## src/rtl/reg_file_param_if.sv

```systemverilog
// ---------------------------------------------------------------------------
// reg_file_param_if
//   Bus bundle for the parametrised register file: write port, two read
//   ports, clear-sweep request/status and the debug scanner outputs.
//
//   master : decode / testbench side (drives addresses, write data, clr_req)
//   slave  : register file side (drives rd1/rd2, busy, dbg_*)
//
//   Parameters DATA_W / ADDR_W must match the attached reg_file_param.
// ---------------------------------------------------------------------------
interface reg_file_param_if #(
   parameter int DATA_W = 8,
   parameter int ADDR_W = 3
);
   logic              we3;
   logic [ADDR_W-1:0] wa3;
   logic [DATA_W-1:0] wd3;
   logic [ADDR_W-1:0] ra1;
   logic [ADDR_W-1:0] ra2;
   logic [DATA_W-1:0] rd1;
   logic [DATA_W-1:0] rd2;
   logic              clr_req;
   logic              busy;
   logic [ADDR_W-1:0] dbg_addr;
   logic [DATA_W-1:0] dbg_data;
   logic              dbg_tick;

   modport master (
      output we3, wa3, wd3, ra1, ra2, clr_req,
      input  rd1, rd2, busy, dbg_addr, dbg_data, dbg_tick
   );

   modport slave (
      input  we3, wa3, wd3, ra1, ra2, clr_req,
      output rd1, rd2, busy, dbg_addr, dbg_data, dbg_tick
   );
endinterface

```

## src/rtl/reg_file_param.sv

```systemverilog
// ---------------------------------------------------------------------------
// reg_file_param
//   DEPTH = 2**ADDR_W registers of DATA_W bits. Two combinational read
//   ports, one synchronous write port, a sequenced clear sweep and a
//   free-running debug scanner for the display path.
//
// Ports:
//   clk          rising-edge clock
//   rst          asynchronous active-high reset
//   bus.we3/wa3/wd3   write enable / address / data
//   bus.ra1/ra2       read addresses,  bus.rd1/rd2 read data (combinational)
//   bus.clr_req       start a clear sweep (sampled at clk edge, IDLE only)
//   bus.busy          clear sweep in progress
//   bus.dbg_addr      register currently shown by the scanner
//   bus.dbg_data      contents of reg[dbg_addr] (combinational, never bypassed)
//   bus.dbg_tick      one-cycle pulse following each dbg_addr step
//
// Parameters: DATA_W, ADDR_W, ZERO_R0 (R0 hardwired to zero), DBG_DIV
//   (clk cycles per scanner step, >= 1).
//
// Build option: define REGFILE_BYPASS_EN to forward a qualified write to a
//   matching read port in the same cycle. Undefined keeps legacy timing
//   (new value visible only after the write edge).
// ---------------------------------------------------------------------------
module reg_file_param #(
   parameter int DATA_W  = 8,
   parameter int ADDR_W  = 3,
   parameter int ZERO_R0 = 1,
   parameter int DBG_DIV = 1
) (
   input logic             clk,
   input logic             rst,
   reg_file_param_if.slave bus
);
   localparam int DEPTH = 1 << ADDR_W;
   // Keep the divider at least one bit wide so DBG_DIV=1 still elaborates.
   localparam int DIV_W = (DBG_DIV > 1) ? $clog2(DBG_DIV) : 1;

   typedef enum logic {ST_IDLE, ST_CLEAR} state_t;

   state_t                        state;
   logic [ADDR_W-1:0]             clr_idx;
   logic                          busy_q;
   logic [DEPTH-1:0][DATA_W-1:0]  regs;
   logic                          wr_ok;

   logic [DIV_W-1:0]              div_cnt;
   logic [ADDR_W-1:0]             dbg_addr_q;
   logic                          dbg_tick_q;

   // A write only lands while idle and never onto a hardwired R0.
   assign wr_ok = bus.we3 && (state == ST_IDLE) &&
                  !((ZERO_R0 != 0) && (bus.wa3 == '0));

   // ---------------- clear-sweep FSM ----------------
   always_ff @(posedge clk or posedge rst) begin
      if (rst) begin
         state   <= ST_IDLE;
         clr_idx <= '0;
         busy_q  <= 1'b0;
      end else if (state == ST_IDLE) begin
         if (bus.clr_req) begin
            state   <= ST_CLEAR;
            clr_idx <= '0;
            busy_q  <= 1'b1;
         end
      end else begin
         clr_idx <= clr_idx + 1'b1;
         if (clr_idx == ADDR_W'(DEPTH - 1)) begin
            state  <= ST_IDLE;
            busy_q <= 1'b0;
         end
      end
   end

   // ---------------- storage ----------------
   // Sweep and write are mutually exclusive since wr_ok requires IDLE.
   always_ff @(posedge clk or posedge rst) begin
      if (rst)
         regs <= '0;
      else if (state == ST_CLEAR)
         regs[clr_idx] <= '0;
      else if (wr_ok)
         regs[bus.wa3] <= bus.wd3;
   end

   function automatic logic [DATA_W-1:0] rd_store(input logic [ADDR_W-1:0] a);
      if ((ZERO_R0 != 0) && (a == '0))
         return '0;
      return regs[a];
   endfunction

`ifdef REGFILE_BYPASS_EN
   // wr_ok already excludes CLEAR and the hardwired R0 address.
   assign bus.rd1 = (wr_ok && (bus.wa3 == bus.ra1)) ? bus.wd3 : rd_store(bus.ra1);
   assign bus.rd2 = (wr_ok && (bus.wa3 == bus.ra2)) ? bus.wd3 : rd_store(bus.ra2);
`else
   assign bus.rd1 = rd_store(bus.ra1);
   assign bus.rd2 = rd_store(bus.ra2);
`endif

   // ---------------- debug scanner ----------------
   // Runs regardless of FSM state; dbg_addr wraps naturally at DEPTH.
   always_ff @(posedge clk or posedge rst) begin
      if (rst) begin
         div_cnt    <= '0;
         dbg_addr_q <= '0;
         dbg_tick_q <= 1'b0;
      end else if (div_cnt == DIV_W'(DBG_DIV - 1)) begin
         div_cnt    <= '0;
         dbg_addr_q <= dbg_addr_q + 1'b1;
         dbg_tick_q <= 1'b1;
      end else begin
         div_cnt    <= div_cnt + 1'b1;
         dbg_tick_q <= 1'b0;
      end
   end

   assign bus.busy     = busy_q;
   assign bus.dbg_addr = dbg_addr_q;
   assign bus.dbg_tick = dbg_tick_q;
   assign bus.dbg_data = rd_store(dbg_addr_q);
endmodule

```

## src/flat_wrapper.sv

```systemverilog
// flat-port wrapper written by rule: the top's interface ports become plain ports
module reg_file_param_flat 
#(
   parameter int DATA_W  = 8,
   parameter int ADDR_W  = 3,
   parameter int ZERO_R0 = 1,
   parameter int DBG_DIV = 1
)
  (clk, rst, bus_we3, bus_wa3, bus_wd3, bus_ra1, bus_ra2, bus_clr_req, bus_rd1, bus_rd2, bus_busy, bus_dbg_addr, bus_dbg_data, bus_dbg_tick);
  reg_file_param_if #(.DATA_W(DATA_W), .ADDR_W(ADDR_W)) bus_i ();
  input logic clk;
  input logic rst;
  input wire logic [$bits(bus_i.we3)-1:0] bus_we3;
  input wire logic [$bits(bus_i.wa3)-1:0] bus_wa3;
  input wire logic [$bits(bus_i.wd3)-1:0] bus_wd3;
  input wire logic [$bits(bus_i.ra1)-1:0] bus_ra1;
  input wire logic [$bits(bus_i.ra2)-1:0] bus_ra2;
  input wire logic [$bits(bus_i.clr_req)-1:0] bus_clr_req;
  output wire logic [$bits(bus_i.rd1)-1:0] bus_rd1;
  output wire logic [$bits(bus_i.rd2)-1:0] bus_rd2;
  output wire logic [$bits(bus_i.busy)-1:0] bus_busy;
  output wire logic [$bits(bus_i.dbg_addr)-1:0] bus_dbg_addr;
  output wire logic [$bits(bus_i.dbg_data)-1:0] bus_dbg_data;
  output wire logic [$bits(bus_i.dbg_tick)-1:0] bus_dbg_tick;
  assign bus_i.we3 = bus_we3;
  assign bus_i.wa3 = bus_wa3;
  assign bus_i.wd3 = bus_wd3;
  assign bus_i.ra1 = bus_ra1;
  assign bus_i.ra2 = bus_ra2;
  assign bus_i.clr_req = bus_clr_req;
  assign bus_rd1 = bus_i.rd1;
  assign bus_rd2 = bus_i.rd2;
  assign bus_busy = bus_i.busy;
  assign bus_dbg_addr = bus_i.dbg_addr;
  assign bus_dbg_data = bus_i.dbg_data;
  assign bus_dbg_tick = bus_i.dbg_tick;
  reg_file_param #(.DATA_W(DATA_W), .ADDR_W(ADDR_W), .ZERO_R0(ZERO_R0), .DBG_DIV(DBG_DIV)) u_core (.clk(clk), .rst(rst), .bus(bus_i));
endmodule
```

## config.mk

```make
export PLATFORM = sky130hd
export DESIGN_NAME = reg_file_param_flat
export DESIGN_NICKNAME = d
export VERILOG_FILES = /design/src/rtl/reg_file_param_if.sv /design/src/rtl/reg_file_param.sv /design/src/flat_wrapper.sv
export SDC_FILE = /design/constraint.sdc
export NUM_CORES = 1
export LEC_CHECK = 0
export ABC_CLOCK_PERIOD_IN_PS = 2980
export BUFFER_PORTS_ARGS = -buffer_cell sky130_fd_sc_hd__buf_4
export CAP_MARGIN = 15
export CORE_MARGIN = 2
export CORE_UTILIZATION = 45
export CTS_BUF_LIST = sky130_fd_sc_hd__clkbuf_4
export CTS_CLUSTER_DIAMETER = 200
export DETAILED_ROUTE_END_ITERATION = 8
export PLACE_DENSITY_LB_ADDON = 0.12
export RECOVER_POWER = 50
export SYNTH_ARGS = -nofsm -noshare
export SYNTH_HDL_FRONTEND = slang
export SYNTH_SLANG_ARGS = --single-unit
```

## constraint.sdc

```tcl
create_clock -name clk -period 2.98 [get_ports clk]
set_input_delay 0.298 -clock clk [delete_from_list [all_inputs] [get_ports clk]]
set_output_delay 0.298 -clock clk [all_outputs]
set_load 0.05 [all_outputs]
```

# Yosys cells after proc, flatten, opt, wreduce, memory -nomap -nowiden
# Cells that the tools add are included.
# W data, S select, Z words.
classes:
  n_addsub: 3
  n_mul: 0
  div: 0
  magnitude_cmp: 7
  eq_ne: 2
  n_shift: 0
  muxes: 32
  bitwise: 3
  reduce_logical: 12
ops:
  columns: ["operator", "count"]
  rows:
  - ["$mux W64", 2]
  - ["$mux W8", 11]
  - ["$bmux W8 S3", 3]
  - ["$and A64 B64 Y64", 1]
  - ["$bwmux W64", 1]
  - ["$not A64 Y64", 1]
  - ["$demux W8 S3", 2]
  - ["$lt A3 B4 Y1 const B", 5]
  - ["$logic_not A3 Y1", 4]
  - ["$mux W1", 11]
  - ["$add A3 B1 Y3 const B", 2]
  - ["$ge A3 B1 Y1 const B", 2]
  - ["$mux W3", 2]
  - ["$logic_and A1 B1 Y1", 4]
  - ["$reduce_bool A2 Y1", 2]
  - ["$eq A3 B3 Y1 const B", 1]
  - ["$ne A2 B2 Y1 const B", 1]
  - ["$reduce_and A2 Y1", 1]
  - ["$add A1 B1 Y1 const B", 1]
  - ["$logic_not A1 Y1", 1]
  - ["$not A1 Y1", 1]
totals:
  register_bits: 74
  latchBits: 0
  ramBits: 0
  rom_bits: 0
  inputBits: 21
  out_inout_bits: 29
  elab_cells: 73
  memories: 0

# Logic depth before layout (Yosys ltp)
logic_depth:
  depth_word: 7
  depth_mapped: 7
  depth_no_buf: 5

# Worst setup path before layout
# No wires, ideal clock.
synth_timing:
  path_type: "register -> output"
  start: "reg u_core.dbg_addr_q[1] (netlist: u_core.bus.dbg_addr[1])"
  end: "out bus_dbg_data[6]"
  arrival_ps: 2502
  required_time_ps: 2682
  path_slack_ps: 180
  path_stages_with_launch: 8
  path_buffers: 2
  path_cell_list: "dfrtp_1 -> buf_2 -> buf_2 -> inv_1 -> ha_1 -> nor2_1 -> nand2_1 -> o221ai_1"
synth_via:
  elab_chain_cells: 3
  word_cells_on_any_way: 5
  classes_between: "4 x mux; 1 x reduce/logical"
synth_rtl:
  columns: ["element", "line_no", "source"]
  rows:
  - ["start, declared", "reg_file_param.sv:48", "logic [ADDR_W-1:0] dbg_addr_q;"]
  - ["start signal, assigned", "reg_file_param.sv:111", "dbg_addr_q <= dbg_addr_q + 1'b1;"]
  - ["$bmux W8 S3 or $logic_not A3 Y1 (tied branches)", "reg_file_param.sv:90, reg_file_param.sv:88", null]
  - ["$mux W8 (not written as such) or $mux W1 (tied branches)", "reg_file_param.sv:90, reg_file_param.sv:88", null]
  - ["$mux W8 (*)", "reg_file_param.sv:90", "return regs[a];"]
  - ["end, declared", "flat_wrapper.sv:23", "output wire logic [$bits(bus_i.dbg_data)-1:0] bus_dbg_data;"]
# Every way passes the cells marked *; elsewhere a longest branch is shown, timed or not. The select of a mux whose other input is x is not followed.

# Worst setup path in the final report
layout_timing:
  start: "reg u_core.dbg_addr_q[0] (netlist: u_core.bus.dbg_addr[0])"
  end: "out bus_dbg_data[7]"
# The elaborated chain is that of the path after synthesis.

==> reports/metrics.csv <==
metric,value,unit
Pre-antenna DRT Iters,4,
depth of the worst register-to-register path,3,
Post-CTS Resized,0,
Die H,103,um
part of the cycle the worst path needs,87.2,%
leak pwr,2.35,nW
mean area per synthesized cell,11.0,um^2
Least-Margin Pin Slew,1280,ps
"Setup Fix Bufs, Post-CTS",0,
Hold Path Class,in -> reg,
count of input and output buffers,49,
gpl congestion,0.852,
Buf/Inv on CP,2,
prevailing post-synth register cell,dfrtp_1,
antenna-violating nets left,0,
CTS Buf Count,9,
crit start category,flip-flop,
Row Count,36,
Hold Crit Depth,2,
final hold vios,0,
CTS sink cnt,73,
P&R area growth vs syn,12.5,%
I/O pins,50,
CP Cell Sequence,"inv_1, ha_1, nor2_1, nand2_1, o221ai_1, buf_4",
slew margin rel.,14.2,%
Reg2Reg Setup Slack,1020,ps
Crit path required time,2680,ps
power per cell area,811,nW/um^2
Skew-Pair Late Insertion Delay,410,ps
wire per inst,21.9,um
cells after synthesis,405,
Via density,5.93,
CTS tree,yes,
Nets,463,
Worst Setup End Kind,output port,
routed via count,3422,
"FFs w/ async S/R, synth",100,%
Period minus WS final,2600,ps
"flops & latches, synth",73,
die area,10700,um^2
drt drc,0,
number of max-cap violations,0,
core area,9680,um^2
DP HPWL,9000,um
CTS Hold Bufs,0,
DR iter-0 viols,188,
first-pass GRT wire length,20000,um
worst r2r src,u_core.state,
Hold Crit Endpoint,u_core.clr_idx[2],
FILL cells,906,
share of cells above drive strength 1,21.2,%
largest net degree at the start of global routing,34,
Die W,103,um
Peak VDD IR,528,uV
f_max,0.385,GHz
clk buf depth,2,
starting density of the core,46.0,%
total wire length,12600,um
initial antenna violation count,1,
GRT Total Usage,25.4,%
WS Path Type,reg -> out,
Max Transition Viols Final,0,
capturing point of the worst reg2reg path,u_core.regs[17],
Max H-tree Level,3,
hold_sp,bus_clr_req,
Synth warnings,0,
vias in the first global route,3476,
"EDFF count, synth",0,
Setup TNS,0,ps
Fin Hold WS,85.7,ps
cell family with most CP delay,flip-flops,
Total Power,0.00406,W
worst-path maximum fanout,8,
crit path DAT,2300,ps
endpoints failing setup,0,
crit-path max cell delay,610,ps
Syn Nets,430,
CP max-delay cell,dfrtp_1,
Root Driver,clkbuf_4,
Yosys cell types,33,
unrepaired setup endpoints after global routing,false,
sequential share of the synthesized area,41.0,%
worst clock skew,14.2,ps
clk slew on worst S/H paths,130,ps
Post-Syn Area,4450,um^2
run status,"finished, final reports clean",
gr ovfl total,0,
[cell families after synthesis]
family	synth area share, %
xor+xnor	0.197
flops	41.0
simple gates	12.0
compound gates	8.34
other cells	0.0842
buf+inv	5.56
mux	31.7
fa+ha+maj	1.12
[how the worst max path moves through the flow]
| stage | depth (start not counted) | end | slack (ps) | start |
|---|---|---|---|---|
| 2_1_floorplan | 7 | bus_dbg_data[6] | 180 | u_core.bus.dbg_addr[1] |
| 3_3_place_gp | 5 | bus_rd1[0] | 730 | bus_ra1[0] |
| 3_5_place_dp | 5 | bus_rd2[2] | 730 | bus_ra2[0] |
| 4_1_cts | 6 | bus_dbg_data[1] | 340 | u_core.bus.dbg_addr[0] |
| 5_1_grt | 6 | bus_dbg_data[4] | 210 | u_core.bus.dbg_addr[0] |
| 6_report | 6 | bus_dbg_data[7] | 380 | u_core.bus.dbg_addr[0] |
[where the power goes]
part           switching [W]  internal (W)
sequential          0.000440       0.00131
combinational       0.000879      0.000628
clock               0.000372      0.000431
total                0.00169       0.00237
[sequential cells by signal, summed over array words and instances (netlist names)]
name                 count
u_core.bus.busy          1
u_core.regs             64
u_core.bus.dbg_addr      3
u_core.bus.dbg_tick      1
u_core.clr_idx           3
u_core.state             1
[worst reg2reg max path, delay by kind of cell (launching register included)]
kind | cells | cell delay (ps)
flops | 1 | 590
mux | 1 | 360
simple gates | 2 | 920
[through the flow]
step | area (um^2) | std cells | setup slack, ps | util [%]
after global placement | 4850 | 560 | 730 | 50.0
after CTS | 5030 | 576 | 344 | 51.9
after detailed placement | 4850 | 560 | 735 | 50.0
after global routing | 5010 | 577 | 209 | 51.7
after floorplan | 4450 | 405 | 180 | -
final | 5010 | 577 | 382 | 51.7
[Yosys cell counts (2+ instances only)]
master	count	area [um^2]
a221oi_1	32	280
and2_1	2	12.5
buf_1	6	22.5
buf_2	12	60.1
buf_4	3	22.5
buf_6	6	67.6
clkbuf_1	8	30.0
dfrtp_1	73	1830
ha_1	4	50.1
inv_1	12	45.0
mux2_2	16	180
mux2i_1	105	1050
mux4_2	8	180
nand2_1	69	259
nand2b_1	3	18.8
nand3b_1	2	15.0
nand4b_1	3	26.3
nand4bb_1	3	33.8
nor2_1	3	11.3
nor2b_1	12	75.1
nor3b_1	3	22.5
o21ai_0	2	10.0
o221ai_1	8	70.1
[layer usage]
metal / GRT usage [%] / share of wire [%] / vias to the layer above
met3: 3.97 / 5.0 / 30
met5: 0 / 0 / -
met4: 11.3 / 3.2 / 0
met1: 34.5 / 43 / 1708
met2: 40.3 / 49 / 126
li1: - / - / 1558
[cell type report]
| class | count | area (um^2) | area share [%] |
|---|---|---|---|
| sequential | 73 | 1830 | 36.5 |
| antenna | 1 | 2.50 | 0.0499 |
| clock inverter | 6 | 106 | 2.12 |
| timing repair buffer | 57 | 409 | 8.16 |
| inverter | 12 | 45.0 | 0.899 |
| tap | 133 | 166 | 3.32 |
| multi-input combinational | 285 | 2380 | 47.5 |
| clock buffer | 10 | 75.1 | 1.50 |
[layout by cell type (no fill, tap or decap), types with 2 or more instances in the layout]
cell type,count
mux2i_1,105
nand4bb_1,3
o221ai_1,8
nor2b_1,12
nand2b_1,3
inv_1,12
clkbuf_1,5
bufinv_16,3
nor3b_1,3
clkbuf_4,11
and2_1,2
dfrtp_1,73
ha_1,4
nand2_1,69
nand3b_1,2
nor2_1,3
nand4b_1,3
buf_4,51
a221oi_1,32
mux2_2,16
o21ai_0,2
mux4_2,8
No activity file was read; power rests on OpenSTA's default activity.
